`src/rtl/mem_port_arbiter_pkg.sv`:
```
// rtl/mem_port_arbiter_pkg.sv - shared owner/state encodings and controller constants
package mem_port_arbiter_pkg;

    // Which requester owns the command currently in flight
    typedef enum logic {
        OWN_CPU = 1'b0,
        OWN_DBG = 1'b1
    } owner_e;

    // Controller sequencing: arbitrate, strobe the RAM, collect read data
    typedef enum logic [1:0] {
        ST_IDLE   = 2'd0,
        ST_ISSUE  = 2'd1,
        ST_RDWAIT = 2'd2
    } state_e;

    localparam int DEF_ADDR_W       = 32;
    localparam int DEF_DATA_W       = 32;
    localparam int DEF_STARVE_LIMIT = 4;

    // Bits needed to count 0..limit inclusive (at least one bit)
    function automatic int cnt_width(input int limit);
        return (limit < 1) ? 1 : $clog2(limit + 1);
    endfunction

endpackage

```
`src/rtl/starve_counter.sv`:
```
// rtl/starve_counter.sv - saturating count of debug arbitration losses
module starve_counter
    import mem_port_arbiter_pkg::*;
#(
    parameter int LIMIT = DEF_STARVE_LIMIT
) (
    input  logic i_clk,
    input  logic i_rst,
    input  logic i_inc,
    input  logic i_clr,
    output logic o_sat
);

    localparam int CNT_W = cnt_width(LIMIT);
    localparam logic [CNT_W-1:0] LIMIT_V = CNT_W'(LIMIT);

    logic [CNT_W-1:0] r_cnt;

    // Clear wins over increment; the count parks at LIMIT until debug is granted
    always_ff @(posedge i_clk) begin
        if (i_rst) begin
            r_cnt <= '0;
        end else if (i_clr) begin
            r_cnt <= '0;
        end else if (i_inc && (r_cnt != LIMIT_V)) begin
            r_cnt <= r_cnt + CNT_W'(1);
        end
    end

    assign o_sat = (r_cnt == LIMIT_V);

endmodule

```
`src/rtl/mem_port_arbiter.sv`:
```
// rtl/mem_port_arbiter.sv - two-requester single-port RAM arbiter with debug anti-starvation
module mem_port_arbiter
    import mem_port_arbiter_pkg::*;
#(
    parameter int ADDR_W       = DEF_ADDR_W,
    parameter int DATA_W       = DEF_DATA_W,
    parameter int STARVE_LIMIT = DEF_STARVE_LIMIT
) (
    input  logic              sysClk,
    input  logic              sysReset,
    input  logic              cpuReq,
    input  logic              cpuWe,
    input  logic [ADDR_W-1:0] cpuAddr,
    input  logic [DATA_W-1:0] cpuWdata,
    output logic              cpuGnt,
    output logic              cpuRvalid,
    output logic [DATA_W-1:0] cpuRdata,
    output logic              cpuStall,
    input  logic              dbgReq,
    input  logic              dbgWe,
    input  logic [ADDR_W-1:0] dbgAddr,
    input  logic [DATA_W-1:0] dbgWdata,
    output logic              dbgGnt,
    output logic              dbgRvalid,
    output logic [DATA_W-1:0] dbgRdata,
    output logic              memRead,
    output logic              memWrite,
    output logic [ADDR_W-1:0] memAddr,
    output logic [DATA_W-1:0] memWdata,
    input  logic [DATA_W-1:0] memRdata
);

    state_e            r_state;
    state_e            w_state_nxt;
    owner_e            r_owner;
    logic              r_we;
    logic [ADDR_W-1:0] r_addr;
    logic [DATA_W-1:0] r_wdata;
    logic [DATA_W-1:0] r_cpu_rdata;
    logic [DATA_W-1:0] r_dbg_rdata;

    logic w_sat;
    logic w_cpu_gnt;
    logic w_dbg_gnt;
    logic w_starve_inc;
    logic w_mem_read;
    logic w_mem_write;
    logic w_cpu_rvalid;
    logic w_dbg_rvalid;
    logic w_cpu_rd_busy;

    starve_counter #(
        .LIMIT (STARVE_LIMIT)
    ) u_starve (
        .i_clk (sysClk),
        .i_rst (sysReset),
        .i_inc (w_starve_inc),
        .i_clr (w_dbg_gnt),
        .o_sat (w_sat)
    );

    // FSM state register
    always_ff @(posedge sysClk) begin
        if (sysReset) begin
            r_state <= ST_IDLE;
        end else begin
            r_state <= w_state_nxt;
        end
    end

    // Arbitration, strobes and next state; everything is held quiet while reset is high
    always_comb begin
        w_state_nxt  = r_state;
        w_cpu_gnt    = 1'b0;
        w_dbg_gnt    = 1'b0;
        w_starve_inc = 1'b0;
        w_mem_read   = 1'b0;
        w_mem_write  = 1'b0;
        w_cpu_rvalid = 1'b0;
        w_dbg_rvalid = 1'b0;
        if (!sysReset) begin
            case (r_state)
                ST_IDLE: begin
                    w_dbg_gnt    = dbgReq && (w_sat || !cpuReq);
                    w_cpu_gnt    = cpuReq && !w_dbg_gnt;
                    w_starve_inc = dbgReq && !w_dbg_gnt;
                    if (cpuReq || dbgReq) begin
                        w_state_nxt = ST_ISSUE;
                    end
                end
                ST_ISSUE: begin
                    w_mem_write = r_we;
                    w_mem_read  = !r_we;
                    w_state_nxt = r_we ? ST_IDLE : ST_RDWAIT;
                end
                ST_RDWAIT: begin
                    w_cpu_rvalid = (r_owner == OWN_CPU);
                    w_dbg_rvalid = (r_owner == OWN_DBG);
                    w_state_nxt  = ST_IDLE;
                end
                default: begin
                    w_state_nxt = ST_IDLE;
                end
            endcase
        end
    end

    // Command capture on grant and read-data capture on the return cycle
    always_ff @(posedge sysClk) begin
        if (sysReset) begin
            r_owner     <= OWN_CPU;
            r_we        <= 1'b0;
            r_addr      <= '0;
            r_wdata     <= '0;
            r_cpu_rdata <= '0;
            r_dbg_rdata <= '0;
        end else begin
            if (w_cpu_gnt) begin
                r_owner <= OWN_CPU;
                r_we    <= cpuWe;
                r_addr  <= cpuAddr;
                r_wdata <= cpuWdata;
            end else if (w_dbg_gnt) begin
                r_owner <= OWN_DBG;
                r_we    <= dbgWe;
                r_addr  <= dbgAddr;
                r_wdata <= dbgWdata;
            end
            if (w_cpu_rvalid) begin
                r_cpu_rdata <= memRdata;
            end
            if (w_dbg_rvalid) begin
                r_dbg_rdata <= memRdata;
            end
        end
    end

    // A CPU read keeps the CPU stalled from its grant through the strobe cycle
    assign w_cpu_rd_busy = (w_cpu_gnt && !cpuWe) ||
                           ((r_state == ST_ISSUE) && (r_owner == OWN_CPU) && !r_we);

    assign cpuGnt    = w_cpu_gnt;
    assign dbgGnt    = w_dbg_gnt;
    assign cpuRvalid = w_cpu_rvalid;
    assign dbgRvalid = w_dbg_rvalid;
    assign cpuStall  = !sysReset && ((cpuReq && !w_cpu_gnt) || w_cpu_rd_busy);
    assign memRead   = w_mem_read;
    assign memWrite  = w_mem_write;
    assign memAddr   = r_addr;
    assign memWdata  = r_wdata;

    // Read data is forwarded in the Rvalid cycle and held from the register afterwards
    assign cpuRdata = w_cpu_rvalid ? memRdata : r_cpu_rdata;
    assign dbgRdata = w_dbg_rvalid ? memRdata : r_dbg_rdata;

endmodule

```
`config.mk`:
```
export PLATFORM = sky130hd
export DESIGN_NAME = mem_port_arbiter
export DESIGN_NICKNAME = d
export VERILOG_FILES = /design/src/rtl/mem_port_arbiter_pkg.sv /design/src/rtl/starve_counter.sv /design/src/rtl/mem_port_arbiter.sv
export SDC_FILE = /design/constraint.sdc
export NUM_CORES = 1
export LEC_CHECK = 0
export BUFFER_PORTS_ARGS = -buffer_cell sky130_fd_sc_hd__buf_2
export CORE_ASPECT_RATIO = 2
export CORE_MARGIN = 2
export CORE_UTILIZATION = 40
export CTS_CLUSTER_DIAMETER = 200
export CTS_CLUSTER_SIZE = 14
export DETAILED_ROUTE_END_ITERATION = 12
export PLACE_DENSITY = 0.74
export SYNTH_ARGS = -nofsm -noshare
export SYNTH_HDL_FRONTEND = slang
export SYNTH_HIERARCHICAL = 1
export SYNTH_SLANG_ARGS = --single-unit
```
`constraint.sdc`:
```
create_clock -name sysClk -period 2.23 [get_ports sysClk]
set_clock_uncertainty 0.05 [all_clocks]
set_input_delay 0.3345 -clock sysClk [delete_from_list [all_inputs] [get_ports sysClk]]
set_output_delay 0.3345 -clock sysClk [all_outputs]
set_load 0.005 [all_outputs]
```
==> metrics.md <==
| Metric | Value |
|---|---|
| Die extent in x | `about 92 um` |
| Drt wl/cell | `between 15 and 20 um` |
| Worst r2r dst | `memAddr[9]` |
| #FFs+latches synth | `135` |
| Root cell of the clock tree | `clkbuf_16` |
| CP max FO | `5` |
| Setup TNS | `-852 ps` |
| Sinks on Clock Net | `approximately 140` |
| Register-to-Register Path Depth | `9` |
| Failing checks | `setup timing` |
| Mean number of vias per cell | `around 5.5` |
| Highest ir drop seen on vdd | `474 uV` |
| Status | `finished, violations left` |
| Syn Inst Count | `about 640` |
| Htree depth | `4` |
| RSZ-0062 raised after global routing | `true` |
| Number of core rows | `64` |
| Core Util, Final | `0.612` |
| Fillers | `1,264` |
| Synth cell types | `42` |
| Syn Nets | `between 800 and 900` |
| DP Worst Slack | `approximately 180 ps` |
| Worst hold path endpoint | `memWdata[2]` |
| Vias in the first global route | `6,030` |
| Area Overhead vs Synth | `49.6%` |
| Final #Nets | `1,103` |
| Worst Setup Slack, final | `-42.4 ps` |
| Worst EP required | `between 1500 and 2000 ps` |
| Post-placement cell area | `7900 um2` |
| Finished Cell Area | `9360 um2` |
| Power per cell area | `slightly below 700 nW/um2` |
| Worst-Skew Late Latency | `410 ps` |
| Hold Path Cell Cnt | `3` |
| Top_reg_cell synth | `dfxtp_1` |
| DRT Pass-1 Iters | `5` |
| Total CTS buffers | `17` |
| Hold WS | `between 150 and 200 ps` |
| Final period utilization | `1.02` |
| Sequential share of the synthesized area | `0.432` |
| Worst Hold Class | `in -> reg` |
| Dpl hpwl | `approximately 14 mm` |
| Slew @ Worst Pin | `between 1000 and 1500 ps` |
| GPL Wtd Cong | `~0.9` |
| Pint | `around 4.9 mW` |
| Setup Crit Path Kind | `reg -> out` |
| Initial DRC Count | `between 200 and 300` |
| Detail Route Antenna Nets | `0` |
| Max clock buf depth | `2` |
| Post-Syn Area | `between 6000 and 7000 um2` |
| Clk pwr share | `0.443` |
| Max Cap Viol | `0` |
| Yosys warns | `6` |
| Slew Limit Fails | `0` |
| Part of the power in registers | `0.399` |
| Layout cells sized above 1 | `0.492` |
| CTS clock-pin slew for the worst setup and hold paths | `around 60 ps` |
| # hold bufs at CTS | `0` |
| DRC Markers | `0` |
| Leakage | `roughly 4.4 nW` |
| Hold path start | `dbgWdata[2]` |
| CTS tree | `built` |
| CP arrival | `around 1900 ps` |
| DIE AREA | `16,700 um2` |
| Buffers on Ports | `300` |
| Async set-reset flop share out of synthesis | `0` |
| Sw power | `1.62 mW` |
| CP Launch Type | `register` |
| Initial antenna violation count | `1` |
| RR Startpoint | `u_starve/r_cnt[0]` |
| Final min period | `~2300 ps` |
| Grt ovf | `0` |
| Slew headroom | `0.263` |
| Multi-input combinational cell area | `~3400 um2` |
| Combinational share of power | `0.158` |
| Die H | `181 um` |
| Sw Ratio | `0.250` |
| Via count | `around 6,300` |
| Syn_area_per_cell | `9.80 um2` |
| Placed insts | `around 1,100` |
| Ports | `around 300` |
| FF/Latch Area | `2710 um2` |
| Max frequency | `~0.44 GHz` |
| WL final | `22.2 mm` |
| Core area | `15,300 um2` |
| Final setup viols | `36` |
| Setup crit end kind | `output pin` |
| First-pass GRT wire length | `between 30 and 40 mm` |
| Total power | `6.49 mW` |
| Post-synth EDFFs | `0` |
| Largest net degree at the start of global routing | `84` |
| Final std cells w/o fill | `roughly 1,100` |
| Starting Density | `0.409` |
| Reg2reg setup slack | `approximately 280 ps` |
| Final Hold Fails | `0` |
| Global-route usage over all layers | `0.240` |
[metal layers]
metal | track usage | share of wire | vias to the layer above
met5 | 0 | 0 | -
met4 | 0.0949 | 0.041 | 0
met3 | 0.0434 | 0.050 | 50
met2 | 0.441 | 0.55 | 270
met1 | 0.266 | 0.36 | 3067
li1 | - | - | 2955
[cells by family (layout without fill, tap and decap cells)]
group,count (synthesis),in the layout,share of synthesized area
flip-flops,135,135,0.432
multiplexers,66,66,0.125
adder cells (fa/ha/maj),2,2,0.00400
AO/OA/AOI/OAI,170,170,0.180
buffers and inverters,79,388,0.0606
AND/OR/NAND/NOR,186,186,0.199
other,0,1,0
[registers in the layout (all words and copies together) (netlist names)]
name	count
r_owner	1
r_cpu_rdata	32
r_we	1
r_state	2
r_dbg_rdata	32
memAddr	32
u_starve/r_cnt	3
memWdata	32
[layout make-up]
| class | count | share of cell area |
|---|---|---|
| multi-input combinational | 424 | 0.359 |
| clock buffer | 23 | 0.0511 |
| clock inverter | 8 | 0.0130 |
| timing repair buffer | 352 | 0.258 |
| inverter | 5 | 0.00201 |
| sequential | 135 | 0.290 |
| antenna | 1 | 0.000267 |
| tap | 198 | 0.0265 |
[worst max-delay path: stages, from the launching register on]
cell and delay (ps):
dfxtp_4 360, nor4b_4 280, buf_6 200, clkbuf_16 190, mux2_4 320, buf_6 120
[repair_timing]
| action | CTS | global route |
|---|---|---|
| setup endpoints to repair | 67 | 67 |
| cloned | 3 | 4 |
| buffers inserted | 7 | 18 |
| gates resized for setup | 58 | 55 |
| endpoints found under the hold margin | 0 | 0 |
| pin swaps | 3 | 3 |
[cells in the mapped netlist (2+ instances only)]
cell | instances | share of area
nor2b_1 | 35 | 0.035
nor3b_1 | 3 | 0.0036
buf_2 | 14 | 0.011
mux2_4 | 10 | 0.024
nand2b_1 | 3 | 0.0030
buf_6 | 7 | 0.013
a311oi_1 | 33 | 0.046
a21oi_1 | 33 | 0.026
buf_4 | 3 | 0.0036
nor2_1 | 2 | 0.0012
buf_1 | 4 | 0.0024
mux2_2 | 49 | 0.088
a32oi_1 | 31 | 0.043
nor4b_1 | 2 | 0.0028
nand3_1 | 34 | 0.027
o21ai_0 | 67 | 0.054
ha_1 | 2 | 0.0040
mux2_1 | 7 | 0.013
dfxtp_1 | 135 | 0.43
inv_1 | 5 | 0.0030
nor3_1 | 35 | 0.028
clkbuf_1 | 45 | 0.027
and3b_1 | 31 | 0.043
and2b_1 | 30 | 0.036
[power by group through the flow]
stage / Sequential (mW) / Clock [mW] / Combinational [mW]
final: 2.59 / 2.87 / 1.02
after global routing: 2.60 / 3.01 / 1.10
after CTS: 2.59 / 2.92 / 0.947
after detailed placement: 2.64 / 0 / 0.902
after global placement: 2.64 / 0 / 0.890
after floorplan: 2.64 / 0 / 0.464
[cells in the final DEF, fill, tap and decap left out, drive strengths merged, types with 2 or more instances in the layout]
cell    Yosys  layout
a32oi      31      31
and3b      31      31
nor2b      35      35
mux2       66      66
nor3       35      35
clkbuf     46      25
clkinv      0       4
o21ai      67      67
nor4b       3       3
nor3b       4       4
buf        28     349
ha          2       2
nor2        2       2
dfxtp     135     135
and2b      30      30
nand3      34      34
a311oi     33      33
a21oi      33      33
bufinv      0       3
inv         5       5
nand2b      3       3
[worst max path at each step]
stage          slack [ps]                end               from  cells past startpoint
2_1_floorplan          10  u_starve/r_cnt[1]  u_starve/r_cnt[0]                     10
3_3_place_gp          250             cpuGnt  u_starve/r_cnt[0]                      8
3_5_place_dp          180             cpuGnt  u_starve/r_cnt[0]                      8
4_1_cts               -80        cpuRdata[5]         r_state[0]                      4
5_1_grt               -80       cpuRdata[20]            r_owner                      5
6_report              -40       cpuRdata[31]            r_owner                      5
No activity file was read; power rests on OpenSTA's default activity.
